<file path="config.mk">
export PLATFORM = sky130hd
export DESIGN_NAME = operand_stage_flat
export DESIGN_NICKNAME = d
export VERILOG_FILES = /design/src/rtl/operand_stage_if.sv /design/src/rtl/operand_stage.sv /design/src/flat_wrapper.sv
export SDC_FILE = /design/constraint.sdc
export NUM_CORES = 1
export LEC_CHECK = 0
export CAP_MARGIN = 20
export CORE_ASPECT_RATIO = 1.1
export CORE_MARGIN = 2
export CORE_UTILIZATION = 46
export DETAILED_ROUTE_END_ITERATION = 7
export HOLD_SLACK_MARGIN = 0.03
export PLACE_DENSITY_LB_ADDON = 0.3
export SETUP_SLACK_MARGIN = 0.05
export SLEW_MARGIN = 20
export SYNTH_ARGS = -nofsm -noshare
export SYNTH_HDL_FRONTEND = slang
export SYNTH_SLANG_ARGS = --single-unit
</file>
<file path="constraint.sdc">
create_clock -name clk -period 5.1 [get_ports clk]
set_input_delay 1.53 -clock clk [delete_from_list [all_inputs] [get_ports clk]]
set_output_delay 1.53 -clock clk [all_outputs]
set_load 0.005 [all_outputs]
</file>
<file path="src/rtl/operand_stage_if.sv">
// operand_stage_if: fetch-side handshake, register file read/observe ports
// and the execute-side output register, bundled for the operand stage.
interface operand_stage_if #(
    parameter int XLEN = 32
);
    // Fetch side
    logic            in_valid;
    logic            in_ready;
    logic [31:0]     in_instr;
    logic [XLEN-1:0] in_pc;

    // Register file read ports
    logic [4:0]      rf_raddr0;
    logic [4:0]      rf_raddr1;
    logic [XLEN-1:0] rf_rdata0;
    logic [XLEN-1:0] rf_rdata1;

    // Register file write port, observed for bypass and scoreboard release
    logic            wb_valid;
    logic [4:0]      wb_rd;
    logic [XLEN-1:0] wb_data;

    // Kill of the instruction held in the output register
    logic            flush;

    // Execute side
    logic            out_valid;
    logic            out_ready;
    logic [XLEN-1:0] out_pc;
    logic [31:0]     out_instr;
    logic [XLEN-1:0] out_rs1_val;
    logic [XLEN-1:0] out_rs2_val;
    logic [4:0]      out_rd;
    logic            out_rd_we;

    // The operand stage itself
    modport slave (
        input  in_valid, in_instr, in_pc,
        input  rf_rdata0, rf_rdata1,
        input  wb_valid, wb_rd, wb_data,
        input  flush, out_ready,
        output in_ready, rf_raddr0, rf_raddr1,
        output out_valid, out_pc, out_instr, out_rs1_val, out_rs2_val, out_rd, out_rd_we
    );

    // The surrounding pipeline (fetch, register file, execute)
    modport master (
        output in_valid, in_instr, in_pc,
        output rf_rdata0, rf_rdata1,
        output wb_valid, wb_rd, wb_data,
        output flush, out_ready,
        input  in_ready, rf_raddr0, rf_raddr1,
        input  out_valid, out_pc, out_instr, out_rs1_val, out_rs2_val, out_rd, out_rd_we
    );
endinterface

</file>
<file path="src/rtl/operand_stage.sv">
// operand_stage: RV32I decode/operand fetch. Reads the register file,
// bypasses from writeback, stalls RAW/WAW hazards through a 32-entry busy
// scoreboard and hands the result to execute through a valid/ready register.
module operand_stage #(
    parameter int XLEN      = 32,
    parameter bit BYPASS_EN = 1'b1
) (
    input logic            clk,
    input logic            rst_n,
    operand_stage_if.slave bus
);
    localparam logic [6:0] OP_LUI    = 7'b0110111;
    localparam logic [6:0] OP_AUIPC  = 7'b0010111;
    localparam logic [6:0] OP_JAL    = 7'b1101111;
    localparam logic [6:0] OP_BRANCH = 7'b1100011;
    localparam logic [6:0] OP_STORE  = 7'b0100011;
    localparam logic [6:0] OP_OP     = 7'b0110011;

    logic [6:0]      opcode;
    logic [4:0]      rs1;
    logic [4:0]      rs2;
    logic [4:0]      rd;
    logic            use_rs1;
    logic            use_rs2;
    logic            rd_we;
    logic            rs1_byp;
    logic            rs2_byp;
    logic            rd_wb_hit;
    logic [XLEN-1:0] rs1_val;
    logic [XLEN-1:0] rs2_val;
    logic            hazard;
    logic            slot_free;
    logic            in_ready;
    logic            issue;

    logic [31:0]     busy;
    logic [31:0]     busy_nxt;

    logic            out_valid_q;
    logic [XLEN-1:0] out_pc_q;
    logic [31:0]     out_instr_q;
    logic [XLEN-1:0] out_rs1_q;
    logic [XLEN-1:0] out_rs2_q;
    logic [4:0]      out_rd_q;
    logic            out_rd_we_q;

    assign opcode = bus.in_instr[6:0];
    assign rd     = bus.in_instr[11:7];
    assign rs1    = bus.in_instr[19:15];
    assign rs2    = bus.in_instr[24:20];

    // Decode which sources the instruction reads and whether it writes rd.
    always_comb begin
        use_rs1 = !(opcode == OP_LUI || opcode == OP_AUIPC || opcode == OP_JAL);
        use_rs2 = (opcode == OP_BRANCH) || (opcode == OP_STORE) || (opcode == OP_OP);
        rd_we   = !(opcode == OP_BRANCH || opcode == OP_STORE) && (rd != 5'd0);
    end

    // Select operand values: x0 reads zero, a same-cycle writeback wins over the array.
    always_comb begin
        rs1_byp   = BYPASS_EN && bus.wb_valid && (bus.wb_rd == rs1);
        rs2_byp   = BYPASS_EN && bus.wb_valid && (bus.wb_rd == rs2);
        rd_wb_hit = bus.wb_valid && (bus.wb_rd == rd);

        if (rs1 == 5'd0)  rs1_val = '0;
        else if (rs1_byp) rs1_val = bus.wb_data;
        else              rs1_val = bus.rf_rdata0;

        if (rs2 == 5'd0)  rs2_val = '0;
        else if (rs2_byp) rs2_val = bus.wb_data;
        else              rs2_val = bus.rf_rdata1;
    end

    // Hazard detection: RAW on used sources not covered by bypass, WAW on rd.
    always_comb begin
        hazard = (use_rs1 && (rs1 != 5'd0) && busy[rs1] && !rs1_byp)
              || (use_rs2 && (rs2 != 5'd0) && busy[rs2] && !rs2_byp)
              || (rd_we && busy[rd] && !rd_wb_hit);
    end

    assign slot_free = !out_valid_q || bus.out_ready;
    assign in_ready  = slot_free && !hazard && !bus.flush;
    assign issue     = bus.in_valid && in_ready;

    // Scoreboard update: releases first, then a new writer's set so that set wins.
    always_comb begin
        // NOTE: start from the held value so every path assigns busy_nxt and no latch is inferred.
        busy_nxt = busy;
        if (bus.wb_valid) begin
            busy_nxt[bus.wb_rd] = 1'b0;
        end
        if (bus.flush && out_valid_q && out_rd_we_q) begin
            busy_nxt[out_rd_q] = 1'b0;
        end
        if (issue && rd_we) begin
            busy_nxt[rd] = 1'b1;
        end
        busy_nxt[0] = 1'b0;
    end

    // Scoreboard register.
    always_ff @(posedge clk or negedge rst_n) begin
        // NOTE: the busy array is reset like any control flop; a stale bit would stall forever.
        if (!rst_n) begin
            busy <= '0;
        end else begin
            busy <= busy_nxt;
        end
    end

    // Output pipeline register: load on issue, drain on consume or flush, otherwise hold.
    always_ff @(posedge clk or negedge rst_n) begin
        // NOTE: non-blocking assignments keep every flop sampling pre-edge values.
        if (!rst_n) begin
            out_valid_q <= 1'b0;
            out_pc_q    <= '0;
            out_instr_q <= '0;
            out_rs1_q   <= '0;
            out_rs2_q   <= '0;
            out_rd_q    <= '0;
            out_rd_we_q <= 1'b0;
        end else if (issue) begin
            out_valid_q <= 1'b1;
            out_pc_q    <= bus.in_pc;
            out_instr_q <= bus.in_instr;
            out_rs1_q   <= rs1_val;
            out_rs2_q   <= rs2_val;
            out_rd_q    <= rd;
            out_rd_we_q <= rd_we;
        end else if (bus.out_ready || bus.flush) begin
            out_valid_q <= 1'b0;
        end
    end

    assign bus.in_ready    = in_ready;
    assign bus.rf_raddr0   = rs1;
    assign bus.rf_raddr1   = rs2;
    assign bus.out_valid   = out_valid_q;
    assign bus.out_pc      = out_pc_q;
    assign bus.out_instr   = out_instr_q;
    assign bus.out_rs1_val = out_rs1_q;
    assign bus.out_rs2_val = out_rs2_q;
    assign bus.out_rd      = out_rd_q;
    assign bus.out_rd_we   = out_rd_we_q;
endmodule

</file>
<file path="src/flat_wrapper.sv">
// flat-port wrapper written by rule: the top's interface ports become plain ports
module operand_stage_flat 
#(
    parameter int XLEN      = 32,
    parameter bit BYPASS_EN = 1'b1
)
  (clk, rst_n, bus_in_valid, bus_in_instr, bus_in_pc, bus_rf_rdata0, bus_rf_rdata1, bus_wb_valid, bus_wb_rd, bus_wb_data, bus_flush, bus_out_ready, bus_in_ready, bus_rf_raddr0, bus_rf_raddr1, bus_out_valid, bus_out_pc, bus_out_instr, bus_out_rs1_val, bus_out_rs2_val, bus_out_rd, bus_out_rd_we);
  operand_stage_if #(.XLEN(XLEN)) bus_i ();
  input logic clk;
  input logic rst_n;
  input wire logic [$bits(bus_i.in_valid)-1:0] bus_in_valid;
  input wire logic [$bits(bus_i.in_instr)-1:0] bus_in_instr;
  input wire logic [$bits(bus_i.in_pc)-1:0] bus_in_pc;
  input wire logic [$bits(bus_i.rf_rdata0)-1:0] bus_rf_rdata0;
  input wire logic [$bits(bus_i.rf_rdata1)-1:0] bus_rf_rdata1;
  input wire logic [$bits(bus_i.wb_valid)-1:0] bus_wb_valid;
  input wire logic [$bits(bus_i.wb_rd)-1:0] bus_wb_rd;
  input wire logic [$bits(bus_i.wb_data)-1:0] bus_wb_data;
  input wire logic [$bits(bus_i.flush)-1:0] bus_flush;
  input wire logic [$bits(bus_i.out_ready)-1:0] bus_out_ready;
  output wire logic [$bits(bus_i.in_ready)-1:0] bus_in_ready;
  output wire logic [$bits(bus_i.rf_raddr0)-1:0] bus_rf_raddr0;
  output wire logic [$bits(bus_i.rf_raddr1)-1:0] bus_rf_raddr1;
  output wire logic [$bits(bus_i.out_valid)-1:0] bus_out_valid;
  output wire logic [$bits(bus_i.out_pc)-1:0] bus_out_pc;
  output wire logic [$bits(bus_i.out_instr)-1:0] bus_out_instr;
  output wire logic [$bits(bus_i.out_rs1_val)-1:0] bus_out_rs1_val;
  output wire logic [$bits(bus_i.out_rs2_val)-1:0] bus_out_rs2_val;
  output wire logic [$bits(bus_i.out_rd)-1:0] bus_out_rd;
  output wire logic [$bits(bus_i.out_rd_we)-1:0] bus_out_rd_we;
  assign bus_i.in_valid = bus_in_valid;
  assign bus_i.in_instr = bus_in_instr;
  assign bus_i.in_pc = bus_in_pc;
  assign bus_i.rf_rdata0 = bus_rf_rdata0;
  assign bus_i.rf_rdata1 = bus_rf_rdata1;
  assign bus_i.wb_valid = bus_wb_valid;
  assign bus_i.wb_rd = bus_wb_rd;
  assign bus_i.wb_data = bus_wb_data;
  assign bus_i.flush = bus_flush;
  assign bus_i.out_ready = bus_out_ready;
  assign bus_in_ready = bus_i.in_ready;
  assign bus_rf_raddr0 = bus_i.rf_raddr0;
  assign bus_rf_raddr1 = bus_i.rf_raddr1;
  assign bus_out_valid = bus_i.out_valid;
  assign bus_out_pc = bus_i.out_pc;
  assign bus_out_instr = bus_i.out_instr;
  assign bus_out_rs1_val = bus_i.out_rs1_val;
  assign bus_out_rs2_val = bus_i.out_rs2_val;
  assign bus_out_rd = bus_i.out_rd;
  assign bus_out_rd_we = bus_i.out_rd_we;
  operand_stage #(.XLEN(XLEN), .BYPASS_EN(BYPASS_EN)) u_core (.clk(clk), .rst_n(rst_n), .bus(bus_i));
endmodule
</file>
==> reports/metrics.csv, run 1 <==
stage,metric,value,unit
run_status,status,"complete, no violations",
finish,synthesis-to-layout area growth,47.5,%
routing,Post-Route WL,30300,um
synthesis,"area leader, netlist",dfrtp_1,
setup_path,Critical Path Source Type,input pin,
power_and_ir_drop,total power,5.01,mW
routing,DRT iter0 DRCs,643,
setup_path,worst stage delay on the critical path,0.48,ns
cts,total CTS buffers,17,
global_routing,largest net degree at the start of global routing,112,
placed_design,GP Congestion,0.946,
synthesis,average size of a mapped cell,12.7,um^2
global_routing,Global Route met2 Usage,47.1,%
sta,worst hold slack,0.503,ns
global_routing,met3 Resource Use GR,8.98,%
cts,Clock Pin Slew Worst Setup and Hold Paths,0.07,ns
sta,Tcrit/Tclk final,97.8,%
sta,RSZ-0062 raised after global routing,false,
synthesis,"Top FF cell, synth",dfrtp_1,
setup_path,crit path kind,input pin to output port,
routing,1st-pass router iterations,5,
setup_path,WP data required,3.57,ns
worst_hold_path,Worst Hold Path EP,u_core.bus.out_pc[14],
synthesis,Post-synth EDFFs,0,
floorplanning,Starting Density,46.5,%
sta,final setup skew,0.0163,ns
routing,number of routed nets with antenna violations,0,
synthesis,synth top area cells,"dfrtp_1 44%, mux2_2 9.7%, mux2_4 9.3%, mux2i_1 8.5%, o41ai_2 5.5%",
floorplanning,Core Area,19700,um^2
synthesis,post-synthesis sequential area ratio,43.9,%
worst_hold_path,hold path cells,1,
finish,fillers,1503,
setup_path,"Critical Path, Cell by Cell",clkdlybuf4s50_1 > buf_4 > nand2b_1 > o22a_1 > a311o_1 > o211ai_1 > a22oi_2 > and2_4 > buf_6,
routing,routed via count,7482,
finish,Final Util,68.6,%
synthesis,"Net Count, Synth",895,
global_routing,gr busiest metal,met2,
global_routing,first-pass GRT wire length,46800,um
power_and_ir_drop,total power per unit cell area,370,nW/um^2
sta,setup TNS,0,ns
setup_path,worst r2r src,u_core.busy[31],
synthesis,synthesized instance count,724,
setup_path,RR Endpoint,u_core.bus.out_rs1_val[23],
setup_path,CP bufs+invs,3,
sta,Worst slew margin,39.4,%
synthesis,post-synth top area share,43.9,%
cts,Clock Path Buffers,2,
placed_design,IO buf count,316,
global_routing,met1 Resource Use GR,34.5,%
setup_path,Crit. End Element,output port,
floorplanning,Die Height,152,um
finish,fin nets,1232,
global_routing,vias in the first global route,7956,
sta,Hold Fails Final Rpt,0,
routing,Remaining DRCs,0,
sta,worst-margin pin slew,0.909,ns
routing,Via density,5.63,
worst_hold_path,hold_sp,u_core.bus.out_pc[14],
setup_path,Reg2Reg Setup Slack,1.90,ns
global_routing,total congestion overflow,0,
synthesis,Cell variety after synth,55,
setup_path,CP Max Fanout,8,
floorplanning,Die W,139,um
setup_path,R2R depth,10,
floorplanning,cell row count,54,
setup_path,CP top delay family,buffers and inverters,
placed_design,Placed Cells,1290,
synthesis,Ys Warns,0,
global_routing,initial antenna violation count,2,
cts,CTS tree,yes,
global_routing,Total Routing Usage GR,28.5,%
sta,endpoints failing setup,0,
cts,cell at the root of the clock tree,clkbuf_16,
finish,layout cell share with drive strength beyond 1,29.3,%
power_and_ir_drop,Peak VDD IR,0.253,mV
sta,min Tclk post-route,4.99,ns
finish,Layout Cells excl Fill,1328,
worst_hold_path,worst min path class,register to register,
synthesis,fraction of registers with async set/reset,100,%
power_and_ir_drop,static leakage,5.77,nW
cts,clk sinks,161,
floorplanning,die area,21100,um^2
synthesis,"flops & latches, synth",161,
run,Max Cap Viol,0,
setup_path,Worst path slowest cell,clkdlybuf4s50_1,
floorplanning,# IOs,317,
setup_path,Critical Path AT,3.46,ns
cts,htree depth,4,
synthesis,Mapped Area,9170,um^2
placed_design,DP HPWL,22100,um
routing,DR WL/cell,22.8,um
cts,Worst-Skew Late Latency,0.43,ns
sta,f_max,200,MHz
sta,max-slew violation count,0,
worst reg2reg max path, delay by kind of cell (launching register included):
| kind | cells | cell delay, ns |
|---|---|---|
| AO/OA/AOI/OAI | 3 | 0.65 |
| AND/OR/NAND/NOR | 2 | 0.36 |
| multiplexers | 2 | 0.96 |
| buffers and inverters | 3 | 0.64 |
| flip-flops | 1 | 0.49 |
timing repair:
| action | CTS | global route |
|---|---|---|
| resized for setup | 17 | 18 |
| gates cloned | 0 | 1 |
| hold buffers | 0 | 0 |
| buffers inserted | 1 | 2 |
| endpoints found under the setup margin | 1 | 1 |
| pin swaps | 3 | 8 |
metrics by stage:
| stage | setup slack [ns] | cell area, um^2 |
|---|---|---|
| floorplan | 0.328 | 9170 |
| global placement | -0.664 | 12900 |
| detailed placement | -0.690 | 12900 |
| CTS | 0.0569 | 13400 |
| global route | 0.0344 | 13500 |
| finish | 0.111 | 13500 |
routing by layer:
layer  part of all wire, %  routed length [um]  up-vias
met4                   3.8                1150        0
met5                     0                   0        -
met2                    49               14900      358
met1                    38               11700     3696
met3                   8.4                2560       67
li1                      -                   -     3361
worst max-delay path by stage:
stage	start	to	slack, ns	depth (start not counted)
after floorplan	bus_in_instr[20]	bus_in_ready	0.33	6
after global placement	bus_in_instr[7]	bus_in_ready	-0.66	9
after detailed placement	bus_in_instr[7]	bus_in_ready	-0.69	9
after CTS	bus_in_instr[15]	bus_in_ready	0.06	9
after global routing	bus_in_instr[10]	bus_in_ready	0.03	8
final	bus_in_instr[17]	bus_in_ready	0.11	9
cells in the mapped netlist (5+ instances only):
cell,count
dfrtp_1,161
mux2_2,79
mux2i_1,78
nor2_1,72
mux2_4,57
o221ai_1,32
o41ai_2,31
clkbuf_1,28
buf_4,16
buf_2,13
nand2_1,13
mux4_2,12
nand3b_1,12
xor2_1,12
nand3_1,10
buf_1,9
buf_6,9
inv_1,9
nand2b_1,7
nor2b_1,7
or3b_2,5
layout by cell type (no fill, tap or decap), types with 2 or more instances in the layout:
cell	Yosys	final
or3_1	4	4
nand2b_1	7	6
o41ai_2	31	31
dlygate4sd2_1	0	4
and3_2	0	2
mux4_2	12	12
diode_2	0	2
a211oi_1	3	3
buf_2	13	2
nand3_1	10	10
xnor2_1	3	3
dlymetal6s2s_1	0	7
clkinv_2	0	2
clkbuf_16	0	17
o21ai_0	2	2
a31oi_1	2	2
nand2_1	13	13
nand3b_1	12	12
dfrtp_1	161	161
nor2b_1	7	6
buf_6	9	5
o22ai_1	3	3
xor2_1	12	12
nor2_1	72	71
or3b_2	5	5
clkinv_4	0	4
o221ai_1	32	31
inv_6	0	4
buf_12	0	3
nor4_1	3	2
clkdlybuf4s50_1	0	302
a22o_1	2	2
inv_1	9	9
mux2i_1	78	78
mux2_2	79	79
buf_4	16	69
mux2_4	57	57
clkbuf_8	0	4
sequential cells by signal, indices dropped and copies added, names as in the netlist:
name / count
u_core.bus.out_rd_we: 1
u_core.busy: 31
u_core.bus.out_rs2_val: 32
u_core.bus.out_valid: 1
u_core.bus.out_pc: 32
u_core.bus.out_rs1_val: 32
u_core.bus.out_rd: 4
u_core.bus.out_instr: 28
cell type report:
| type | count | area [um^2] | share of cell area [%] |
|---|---|---|---|
| Tap cell | 252 | 315 | 2.33 |
| Inverter | 9 | 33.8 | 0.250 |
| Sequential cell | 161 | 4030 | 29.8 |
| Clock inverter | 12 | 98.8 | 0.730 |
| Timing Repair Buffer | 393 | 3800 | 28.1 |
| Clock buffer | 20 | 467 | 3.45 |
| Multi-Input combinational cell | 479 | 4780 | 35.3 |
| Antenna cell | 2 | 5.00 | 0.0370 |
cell families (layout without fill, tap and decap cells):
kind of cell / after synthesis / count (layout) / synth area share [%]
xor gates and xnor gates: 15 / 15 / 1.43
and+or+nand+nor: 145 / 145 / 8.01
muxes: 226 / 226 / 30.5
buffers and inverters: 84 / 434 / 5.01
AOI/OAI and AO/OA: 93 / 93 / 11.2
other: 0 / 2 / 0
DFF: 161 / 161 / 43.9
where the power goes:
group	total [mW]	internal, mW	switching (mW)
clock network	1.24	0.673	0.563
registers	1.95	1.64	0.312
logic	1.82	1.22	0.599
total	5.01	3.54	1.47
No activity file was read; power rests on OpenSTA's default activity.
==> inputs of run 2 (changes only) <==
- MAX_ROUTING_LAYER: unset -> met4
- PLACE_DENSITY: unset -> 0.77
- PLACE_DENSITY_LB_ADDON: 0.3 -> unset
==> reports/metrics.csv, run 2 (synthesized netlist as in run 1, its figures left out) <==
stage,metric,value,unit,change
finish,fin nets,1231,,-0.081%
sta,min Tclk post-route,4.99,ns,-0.00240 ns
finish,"most common cell after layout, fill and taps aside",clkdlybuf4s50_1,,
placed_design,placed inst area,12900,um^2,about the same
global_routing,initial antenna violation count,3,,+1
floorplanning,cell row count,54,,unchanged
routing,Remaining DRCs,0,,unchanged
placed_design,GP Congestion,0.953,,+0.77%
placed_design,IO buf count,316,,unchanged
setup_path,crit path from,bus_in_instr[21],,
global_routing,largest net degree at the start of global routing,100,,-11%
sta,Worst slew margin,35.9,%,-3.5 points
floorplanning,Core Area,19700,um^2,unchanged
sta,setup TNS,0,ns,unchanged
finish,layout cell share with drive strength beyond 1,29.0,%,-0.35 points
sta,max-slew violation count,0,,unchanged
routing,1st-pass router iterations,6,,+1
finish,Final Util,68.6,%,about the same
sta,Tcrit/Tclk final,97.8,%,about the same
routing,number of routed nets with antenna violations,0,,unchanged
global_routing,total congestion overflow,0,,unchanged
finish,synthesis-to-layout area growth,47.6,%,about the same
routing,routed via count,7475,,-0.094%
global_routing,Total Routing Usage GR,30.2,%,+1.7 points
run,Max Cap Viol,0,,unchanged
cts,total CTS buffers,17,,unchanged
routing,Via density,5.63,,about the same
cts,cell at the root of the clock tree,clkbuf_16,,
sta,endpoints failing setup,0,,unchanged
global_routing,vias in the first global route,7937,,-0.24%
sta,final setup skew,0.0176,ns,+0.00131 ns
setup_path,Critical Path AT,3.46,ns,about the same
global_routing,first-pass GRT wire length,47500,um,+1.5%
routing,DRT iter0 DRCs,542,,-16%
floorplanning,Die W,139,um,unchanged
power_and_ir_drop,total power per unit cell area,374,nW/um^2,+0.95%
floorplanning,# IOs,317,,unchanged
floorplanning,Starting Density,46.5,%,unchanged
cts,Clock Pin Slew Worst Setup and Hold Paths,0.08,ns,about the same
power_and_ir_drop,static leakage,5.74,nW,-0.49%
power_and_ir_drop,total power,5.06,mW,+0.98%
setup_path,WP data required,3.57,ns,about the same
setup_path,Crit. End Element,output port,,
sta,f_max,201,MHz,about the same
sta,RSZ-0062 raised after global routing,false,,
cts,htree depth,4,,unchanged
worst_hold_path,worst min path class,register to register,,
cts,Worst-Skew Late Latency,0.44,ns,about the same
floorplanning,die area,21100,um^2,unchanged
setup_path,Critical Path Source Type,input pin,,
routing,Post-Route WL,30800,um,+1.6%
setup_path,worst r2r src,u_core.busy[2],,
power_and_ir_drop,Peak VDD IR,0.288,mV,+14%
cts,clk sinks,161,,unchanged
finish,design area,13500,um^2,about the same
sta,worst-margin pin slew,0.961,ns,+0.0529 ns
cts,Clock Path Buffers,2,,unchanged
run_status,status,"complete, no violations",,
setup_path,crit path kind,input pin to output port,,
sta,Hold Fails Final Rpt,0,,unchanged
cts,CTS tree,yes,,
routing,DR WL/cell,23.2,um,+1.6%
floorplanning,Die Height,152,um,unchanged
finish,fillers,1511,,+0.53%
placed_design,DP HPWL,22000,um,-0.29%
setup_path,CP Max Fanout,9,,+1
finish,most frequent cells in the layout,"304 x clkdlybuf4s50_1, 161 x dfrtp_1, 79 x mux2_2",,
worst_hold_path,hold_sp,u_core.bus.out_instr[22],,
==> run 2: changes by cell type in the layout (fill, tap and decap cells not counted), moves of 2 or more <==
cell and delta:
buf_4 -3, buf_6 +4, clkbuf_8 -3, clkdlybuf4s50_1 +2, clkinv_2 -2, clkinv_4 -3, clkinv_8 +3, dlymetal6s2s_1 -3
inv_8 +5
==> run 2: repair_timing <==
action,CTS,global route
hold buffers,0,0
buffers inserted,1,0
endpoints found under the setup margin,1,1
pin swaps,6,7
gates resized for setup,20,13
==> run 2: final cells by class <==
class / instances / area [um^2] / share of cell area [%]
inverter: 9 / 33.8 / 0.250
antenna: 3 / 7.51 / 0.0555
clock buffer: 18 / 439 / 3.24
multi-input combinational: 479 / 4770 / 35.2
sequential: 161 / 4030 / 29.8
timing repair buffer: 392 / 3780 / 28.0
clock inverter: 14 / 159 / 1.17
tap: 252 / 315 / 2.33
==> run 2: worst paths after layout <==
kind	end	slack, ns	cells after the start
max	bus_in_ready	0.11	8
min	u_core.bus.out_instr[22]	0.51	1
max reg2reg	u_core.bus.out_rs2_val[31]	1.91	10
min reg2reg	u_core.bus.out_instr[22]	0.51	1
max in group asynchronous	u_core.bus.out_instr[2]	3.05	2
min in group asynchronous	u_core.bus.out_instr[22]	1.18	1
==> run 2: layer usage <==
metal,GRT usage (%),share of wire (%),vias up
li1,-,-,3367
met1,36.7,40,3717
met2,49.1,49,337
met3,9.17,8.1,54
met4,8.71,2.6,0
met5,-,0,-
==> run 2: critical path: stages <==
cell,delay (ns)
clkdlybuf4s50_1,0.45
buf_4,0.15
mux4_2,0.29
o32a_1,0.31
a211o_1,0.30
a22oi_2,0.15
and2_1,0.15
buf_2,0.12
==> run 2: report_power, final <==
group          internal, mW  leakage [nW]  total [mW]  switching [mW]
logic                  1.22          3.51        1.82           0.600
registers              1.64          1.94        1.96           0.315
clock network         0.674         0.292        1.29           0.613
==> run 2: stage by stage <==
| stage | hold slack (ns) | setup slack (ns) | std cells |
|---|---|---|---|
| finish | 0.506 | 0.113 | 1328 |
| global route | 0.515 | 0.0571 | 1328 |
| CTS | 0.507 | 0.0637 | 1325 |
| detailed placement | 0.490 | -0.683 | 1292 |
| global placement | 0.487 | -0.674 | 1292 |
| floorplan | 0.504 | 0.328 | 724 |
